===== config.mk =====
export PLATFORM = sky130hd
export DESIGN_NAME = adc_scan_scheduler
export DESIGN_NICKNAME = d
export VERILOG_FILES = /design/src/rtl/adc_pkg.sv /design/src/rtl/adc_tick_gen.sv /design/src/rtl/adc_scan_scheduler.sv
export SDC_FILE = /design/constraint.sdc
export NUM_CORES = 1
export LEC_CHECK = 0
export BUFFER_PORTS_ARGS = -buffer_cell sky130_fd_sc_hd__buf_2
export CELL_PAD_IN_SITES_DETAIL_PLACEMENT = 1
export CELL_PAD_IN_SITES_GLOBAL_PLACEMENT = 2
export CORE_MARGIN = 5
export CORE_UTILIZATION = 30
export DETAILED_ROUTE_END_ITERATION = 10
export PLACE_DENSITY = 0.79
export SYNTH_ARGS = -nofsm -noshare
export SYNTH_HDL_FRONTEND = slang
export SYNTH_SLANG_ARGS = --single-unit

===== constraint.sdc =====
create_clock -name clk -period 2 [get_ports clk]
set_clock_uncertainty 0.2 [all_clocks]
set_input_delay 0.4 -clock clk [delete_from_list [all_inputs] [get_ports clk]]
set_output_delay 0.4 -clock clk [all_outputs]
set_load 0.02 [all_outputs]

===== src/rtl/adc_pkg.sv =====
// Shared types and constants for the ADC scan scheduler: FSM encoding,
// channel/data widths, default timing and the channel priority encoder.
package adc_pkg;

  localparam int NUM_CH             = 8;
  localparam int CH_W               = 3;
  localparam int DATA_W             = 12;
  localparam int DEF_PERIOD_CYCLES  = 50000;
  localparam int DEF_TIMEOUT_CYCLES = 12000;

  typedef enum logic [2:0] {
    IDLE,
    SELECT,
    START,
    WAIT_DONE,
    PUSH
  } state_t;

  // Index of the lowest set bit; returns 0 for an empty mask.
  function automatic logic [CH_W-1:0] lowest_set(input logic [NUM_CH-1:0] mask);
    logic [CH_W-1:0] idx;
    idx = '0;
    for (int i = NUM_CH - 1; i >= 0; i--) begin
      if (mask[i]) idx = CH_W'(i);
    end
    return idx;
  endfunction

endpackage


===== src/rtl/adc_tick_gen.sv =====
// Free-running scan period timer: counts 0..PERIOD_CYCLES-1 while enabled,
// held at zero otherwise, and flags the last count as the scan tick.
module adc_tick_gen
  import adc_pkg::*;
#(
  parameter int PERIOD_CYCLES = DEF_PERIOD_CYCLES
) (
  input  logic clk,
  input  logic rst,
  input  logic enable,
  output logic tick
);

  localparam int CNT_W = (PERIOD_CYCLES > 1) ? $clog2(PERIOD_CYCLES) : 1;
  localparam logic [CNT_W-1:0] LAST = CNT_W'(PERIOD_CYCLES - 1);

  logic [CNT_W-1:0] count;

  // NOTE: clocked state uses non-blocking (<=) so every register samples
  // pre-edge values and simulation order cannot change the result.
  always_ff @(posedge clk or posedge rst) begin
    if (rst) begin
      count <= '0;
    end else if (!enable || count == LAST) begin
      count <= '0;
    end else begin
      count <= count + CNT_W'(1);
    end
  end

  assign tick = enable && (count == LAST);

endmodule


===== src/rtl/adc_scan_scheduler.sv =====
// Walks the enabled ADC channels in ascending order, drives the conversion
// engine handshake and streams each result out on a valid/ready port.
module adc_scan_scheduler
  import adc_pkg::*;
#(
  parameter int PERIOD_CYCLES  = DEF_PERIOD_CYCLES,
  parameter int TIMEOUT_CYCLES = DEF_TIMEOUT_CYCLES
) (
  input  logic              clk,
  input  logic              rst,
  input  logic              enable,
  input  logic              single_shot,
  input  logic [NUM_CH-1:0] ch_mask,
  output logic              conv_start,
  output logic [CH_W-1:0]   conv_ch,
  input  logic              conv_busy,
  input  logic              conv_done,
  input  logic [DATA_W-1:0] conv_data,
  output logic              res_valid,
  input  logic              res_ready,
  output logic [CH_W-1:0]   res_ch,
  output logic [DATA_W-1:0] res_data,
  output logic              scan_done,
  output logic              overrun,
  output logic              timeout_err,
  input  logic              err_clr
);

  localparam int TMO_W = (TIMEOUT_CYCLES > 1) ? $clog2(TIMEOUT_CYCLES) : 1;
  localparam logic [TMO_W-1:0] TMO_LAST = TMO_W'(TIMEOUT_CYCLES - 1);

  state_t            state, state_n;
  logic              tick;
  logic              ss_mode;
  logic              timed_out;
  logic              next_ch;
  logic              scan_end;
  logic [NUM_CH-1:0] mask_lat;
  logic [CH_W-1:0]   cur_ch;
  logic [CH_W-1:0]   sel_ch;
  logic [TMO_W-1:0]  tmo_cnt;

  adc_tick_gen #(
    .PERIOD_CYCLES(PERIOD_CYCLES)
  ) u_tick_gen (
    .clk   (clk),
    .rst   (rst),
    .enable(enable),
    .tick  (tick)
  );

  assign sel_ch    = lowest_set(mask_lat);
  assign timed_out = (state == WAIT_DONE) && !conv_done && (tmo_cnt == TMO_LAST);
  assign next_ch   = timed_out || (state == PUSH && res_ready);
  // A scan only completes once every latched channel has been consumed.
  assign scan_end  = next_ch && (mask_lat == '0);

  // NOTE: every output of this block gets a default first, so no path can
  // leave it unassigned and infer a latch.
  always_comb begin
    state_n    = state;
    conv_start = 1'b0;
    case (state)
      IDLE:      if ((tick || single_shot) && ch_mask != '0) state_n = SELECT;
      SELECT:    state_n = START;
      START: begin
        if (!conv_busy) begin
          conv_start = 1'b1;
          state_n    = WAIT_DONE;
        end
      end
      WAIT_DONE: if (conv_done) state_n = PUSH;
      PUSH:      state_n = PUSH;
      default:   state_n = IDLE;
    endcase
    // Periodic scans are abandoned once enable drops; single-shot scans run out.
    if (next_ch) state_n = (mask_lat != '0 && (enable || ss_mode)) ? SELECT : IDLE;
  end

  always_ff @(posedge clk or posedge rst) begin
    if (rst) begin
      state       <= IDLE;
      mask_lat    <= '0;
      ss_mode     <= 1'b0;
      cur_ch      <= '0;
      tmo_cnt     <= '0;
      res_ch      <= '0;
      res_data    <= '0;
      scan_done   <= 1'b0;
      overrun     <= 1'b0;
      timeout_err <= 1'b0;
    end else begin
      state       <= state_n;
      scan_done   <= scan_end;
      overrun     <= (tick && state != IDLE) || (overrun && !err_clr);
      timeout_err <= timed_out || (timeout_err && !err_clr);

      if (state == IDLE && state_n == SELECT) begin
        mask_lat <= ch_mask;
        ss_mode  <= !tick;
      end
      if (state == SELECT) begin
        cur_ch   <= sel_ch;
        mask_lat <= mask_lat & ~(NUM_CH'(1) << sel_ch);
      end

      if (conv_start) begin
        tmo_cnt <= '0;
      end else if (state == WAIT_DONE) begin
        tmo_cnt <= tmo_cnt + TMO_W'(1);
      end

      if (state == WAIT_DONE && conv_done) begin
        res_ch   <= cur_ch;
        res_data <= conv_data;
      end
    end
  end

  assign conv_ch   = cur_ch;
  assign res_valid = (state == PUSH);

endmodule


==> impl_metrics.env <==
export IMPL_run_status="finished with violations"
export IMPL_violated_checks="negative setup slack"
export IMPL_synthCells=287
export IMPL_gr_total_overflow=0
export IMPL_final_layout_size_suffix_gt1_share_pct=38.42
export IMPL_ys_dominant_reg_cell="sky130_fd_sc_hd__dfrtp_1"
export IMPL_cap_viol_max_count=0
export IMPL_fillers=1131
export IMPL_setup_ws_ns=-0.08394
export IMPL_worst_r2r_startpoint="state[2]"
export IMPL_clock_root_buffer="sky130_fd_sc_hd__clkbuf_8"
export IMPL_groute_usage_overall_pct=13.19
export IMPL_h_tree_depth=3
export IMPL_drt_first_pass_iters=4
export IMPL_grt_pass1_vias=2704
export IMPL_final_hold_violation_count=0
export IMPL_antenna_found_initial=0
export IMPL_synth_net_count=317
export IMPL_yosys_warnings=0
export IMPL_slew_violations=0
export IMPL_asyncSetResetFlopFracSynth_pct=100.0
export IMPL_synth_enable_flop_cells=0
export IMPL_vdd_ir_drop_max_uv=491.9
export IMPL_die_height_um=110.7
export IMPL_avgSynthCellArea_um2=10.59
export IMPL_worst_r2r_cell_count=5
export IMPL_hpwl_mm=5.963
export IMPL_dr_wl_met3_um=370
export IMPL_number_of_nets_in_the_layout=405
export IMPL_clk_latency_ns=0.35
export IMPL_final_setup_viol_count=1
export IMPL_drc=0
export IMPL_timing_max_slew_rel_slack_pct=65.56
export IMPL_antennaDiodeCount=0
export IMPL_critical_path_slowest_cell="sky130_fd_sc_hd__or4b_4"
export IMPL_worst_setup_hold_path_clk_slew_ns=0.08
export IMPL_min_period_over_period_pct=104.2
export IMPL_grt_setup_unrepaired="yes"
export IMPL_reg_to_reg_setup_timing_slack_ns=0.03
export IMPL_fp_dieArea_um2=12250
export IMPL_final_weighted_congestion_in_routability_driven_placement=0.7778
export IMPL_count_of_routing_violations_after_the_opening_detailed_route_iteration=56
export IMPL_mostFrequentLayoutCell="sky130_fd_sc_hd__dfrtp_1"
export IMPL_holdCritPathClass="in2reg"
export IMPL_cts_max_path_bufs=2
export IMPL_worstSetupPathDepth=3
export IMPL_start_kind="register"
export IMPL_max_slew_worst_pin_slew_ns=0.5155
export IMPL_wl_met1_mm=3.524
export IMPL_layout_core_utilization_pct=41.20
export IMPL_crit_start="state[0]"
export IMPL_power_mw=4.793
export IMPL_met2RoutedLength_mm=3.828
export IMPL_die_width_um=110.7
export IMPL_numCtsBuffers=9
export IMPL_worst_path_arrival_time_ns=1.48
export IMPL_grt_max_degree=26
export IMPL_worstPathBufferInverterCount=2
export IMPL_netlist_area_um2=3040
export IMPL_leakagePower_nw=1.818
export IMPL_worst_path_largest_cell_delay_ns=0.54
export IMPL_yosysUniqueCellTypes=58
export IMPL_floorplan_initialDensity_pct=30.96
export IMPL_power_density_cell_area_nw_per_um2=1185
export IMPL_dr_max_layer_used="met4"
export IMPL_crit_type="reg2out"
export IMPL_drt_total_wl_mm=7.811
export IMPL_boundaryPins=51
export IMPL_area_growth_synth_to_final_pct=33.05
export IMPL_synth_seq_cells=63
export IMPL_coreArea_um2=9819
export IMPL_cpLargestDelayFamily="simple AND/OR/NAND/NOR gates"
export IMPL_numClockSinks=63
export IMPL_timing_critical_path_to_type="output port"
export IMPL_critical_path_cell_chain="or4b_4 -> inv_4 -> buf_6"
export IMPL_standard_cell_row_count=36
export IMPL_antenna_violating_nets_post_route=0
export IMPL_tritoncts_clock_tree="yes"
export IMPL_avgViaCountPerCell=4.953
export IMPL_fmax_mhz=479.9
export IMPL_wl_per_cell_um=15.23
export IMPL_timing_endpoint_of_the_critical_path="conv_start"
export IMPL_mostFrequentLayoutCells="sky130_fd_sc_hd__dfrtp_1 (57), sky130_fd_sc_hd__buf_2 (48), sky130_fd_sc_hd__buf_4 (30)"
export IMPL_critPathRequiredTime_ns=1.40
export IMPL_crit_fanout=2
export IMPL_port_buffers=50
export IMPL_first_pass_grt_wire_length_mm=13.32
export IMPL_critical_path_reg2reg_endpoint="tmo_cnt[12]"
export IMPL_final_min_clock_period_ns=2.084
export IMPL_vias=2541
export IMPL_seq_area_frac_synth_pct=51.85
==> cells by family (layout without fill, tap and decap cells) <==
kind of cell | after synthesis | in the layout | share of synthesized area [%]
AO/OA/AOI/OAI | 47 | 47 | 11.19
XOR/XNOR | 16 | 16 | 4.609
adder cells (fa/ha/maj) | 2 | 2 | 0.8229
buffers and inverters | 19 | 112 | 2.922
flip-flops | 63 | 63 | 51.85
multiplexers | 18 | 18 | 6.543
AND/OR/NAND/NOR | 122 | 122 | 22.06
==> metal layers <==
metal / track usage [%] / vias to the layer above
met5: 0 / -
met4: 4.187 / 0
met3: 3.876 / 8
met2: 21.80 / 54
met1: 16.57 / 1258
li1: - / 1221
==> metrics by stage <==
| stage | instance area, um^2 | setup TNS, ns | cells | worst slack, ns | hold WS [ns] |
|---|---|---|---|---|---|
| floorplan | 3057 | 0 | 287 | 0.003344 | 0.2481 |
| global placement | 3660 | 0 | 489 | 0.005397 | 0.2610 |
| detailed placement | 3660 | -0.2679 | 489 | -0.04445 | 0.2676 |
| CTS | 3944 | -0.1087 | 509 | -0.1087 | 0.06188 |
| global route | 4045 | -0.1369 | 513 | -0.1362 | 0.07625 |
| finish | 4045 | -0.08394 | 513 | -0.08394 | 0.08002 |
==> Yosys cell counts (3+ instances only) <==
master / count / area (um^2)
sky130_fd_sc_hd__and3_1: 4 / 25.02
sky130_fd_sc_hd__xnor2_1: 7 / 61.31
sky130_fd_sc_hd__inv_1: 11 / 41.29
sky130_fd_sc_hd__nand4_1: 4 / 25.02
sky130_fd_sc_hd__mux2_2: 15 / 168.9
sky130_fd_sc_hd__nand3_1: 13 / 65.06
sky130_fd_sc_hd__o31ai_1: 5 / 37.54
sky130_fd_sc_hd__and4_1: 3 / 26.28
sky130_fd_sc_hd__or4_1: 3 / 22.52
sky130_fd_sc_hd__a21oi_1: 10 / 50.05
sky130_fd_sc_hd__nor4_1: 7 / 43.79
sky130_fd_sc_hd__buf_2: 4 / 20.02
sky130_fd_sc_hd__or3_1: 6 / 37.54
sky130_fd_sc_hd__o21ai_0: 9 / 45.04
sky130_fd_sc_hd__nor2_1: 29 / 108.9
sky130_fd_sc_hd__mux2i_1: 3 / 30.03
sky130_fd_sc_hd__dfrtp_1: 63 / 1577
sky130_fd_sc_hd__nor3_1: 7 / 35.03
sky130_fd_sc_hd__nand2_1: 26 / 97.59
sky130_fd_sc_hd__a221o_1: 7 / 70.07
sky130_fd_sc_hd__xor2_1: 9 / 78.83
sky130_fd_sc_hd__nor3b_1: 3 / 22.52
==> power by group <==
group	internal [mW]	switching, mW
Combinational	0.849	0.967
Sequential	1.59	0.256
Clock	0.615	0.516
==> sequential cells by signal (all words and copies together) (netlist names) <==
| name | flops |
|---|---|
| tmo_cnt | 14 |
| conv_ch | 3 |
| scan_done | 1 |
| timeout_err | 1 |
| state | 3 |
| res_data | 12 |
| mask_lat | 8 |
| res_ch | 3 |
| ss_mode | 1 |
| overrun | 1 |
| u_tick_gen.count | 16 |
==> area by class of cell <==
type	count	area (um^2)	share of cell area, %
clock buffer	10	137.6	3.402
inverter	11	47.55	1.175
tap	133	166.4	4.114
sequential	63	1584	39.16
clock inverter	6	68.82	1.701
multi-input combinational	205	1471	36.37
timing repair buffer	85	569.3	14.07
==> timing repair <==
| item | 4_1_cts | 5_1_grt |
|---|---|---|
| setup buffers | 3 | 4 |
| endpoints found under the hold margin | 19 | 0 |
| gates resized for setup | 17 | 15 |
| setup endpoints to repair | 9 | 18 |
| pin swaps | 1 | 2 |
| hold buffers | 1 | 0 |
==> worst min-delay path by stage <==
stage,startpoint,endpoint,slack (ns),depth (start not counted)
after floorplan,tmo_cnt[13],tmo_cnt[13],0.25,1
after global placement,rst,res_data[0],0.26,2
after detailed placement,rst,res_data[2],0.27,2
after CTS,conv_data[9],res_data[9],0.06,2
after global routing,conv_data[7],res_data[7],0.08,2
final,conv_data[9],res_data[9],0.08,2
(Power assumes the default switching activity.)
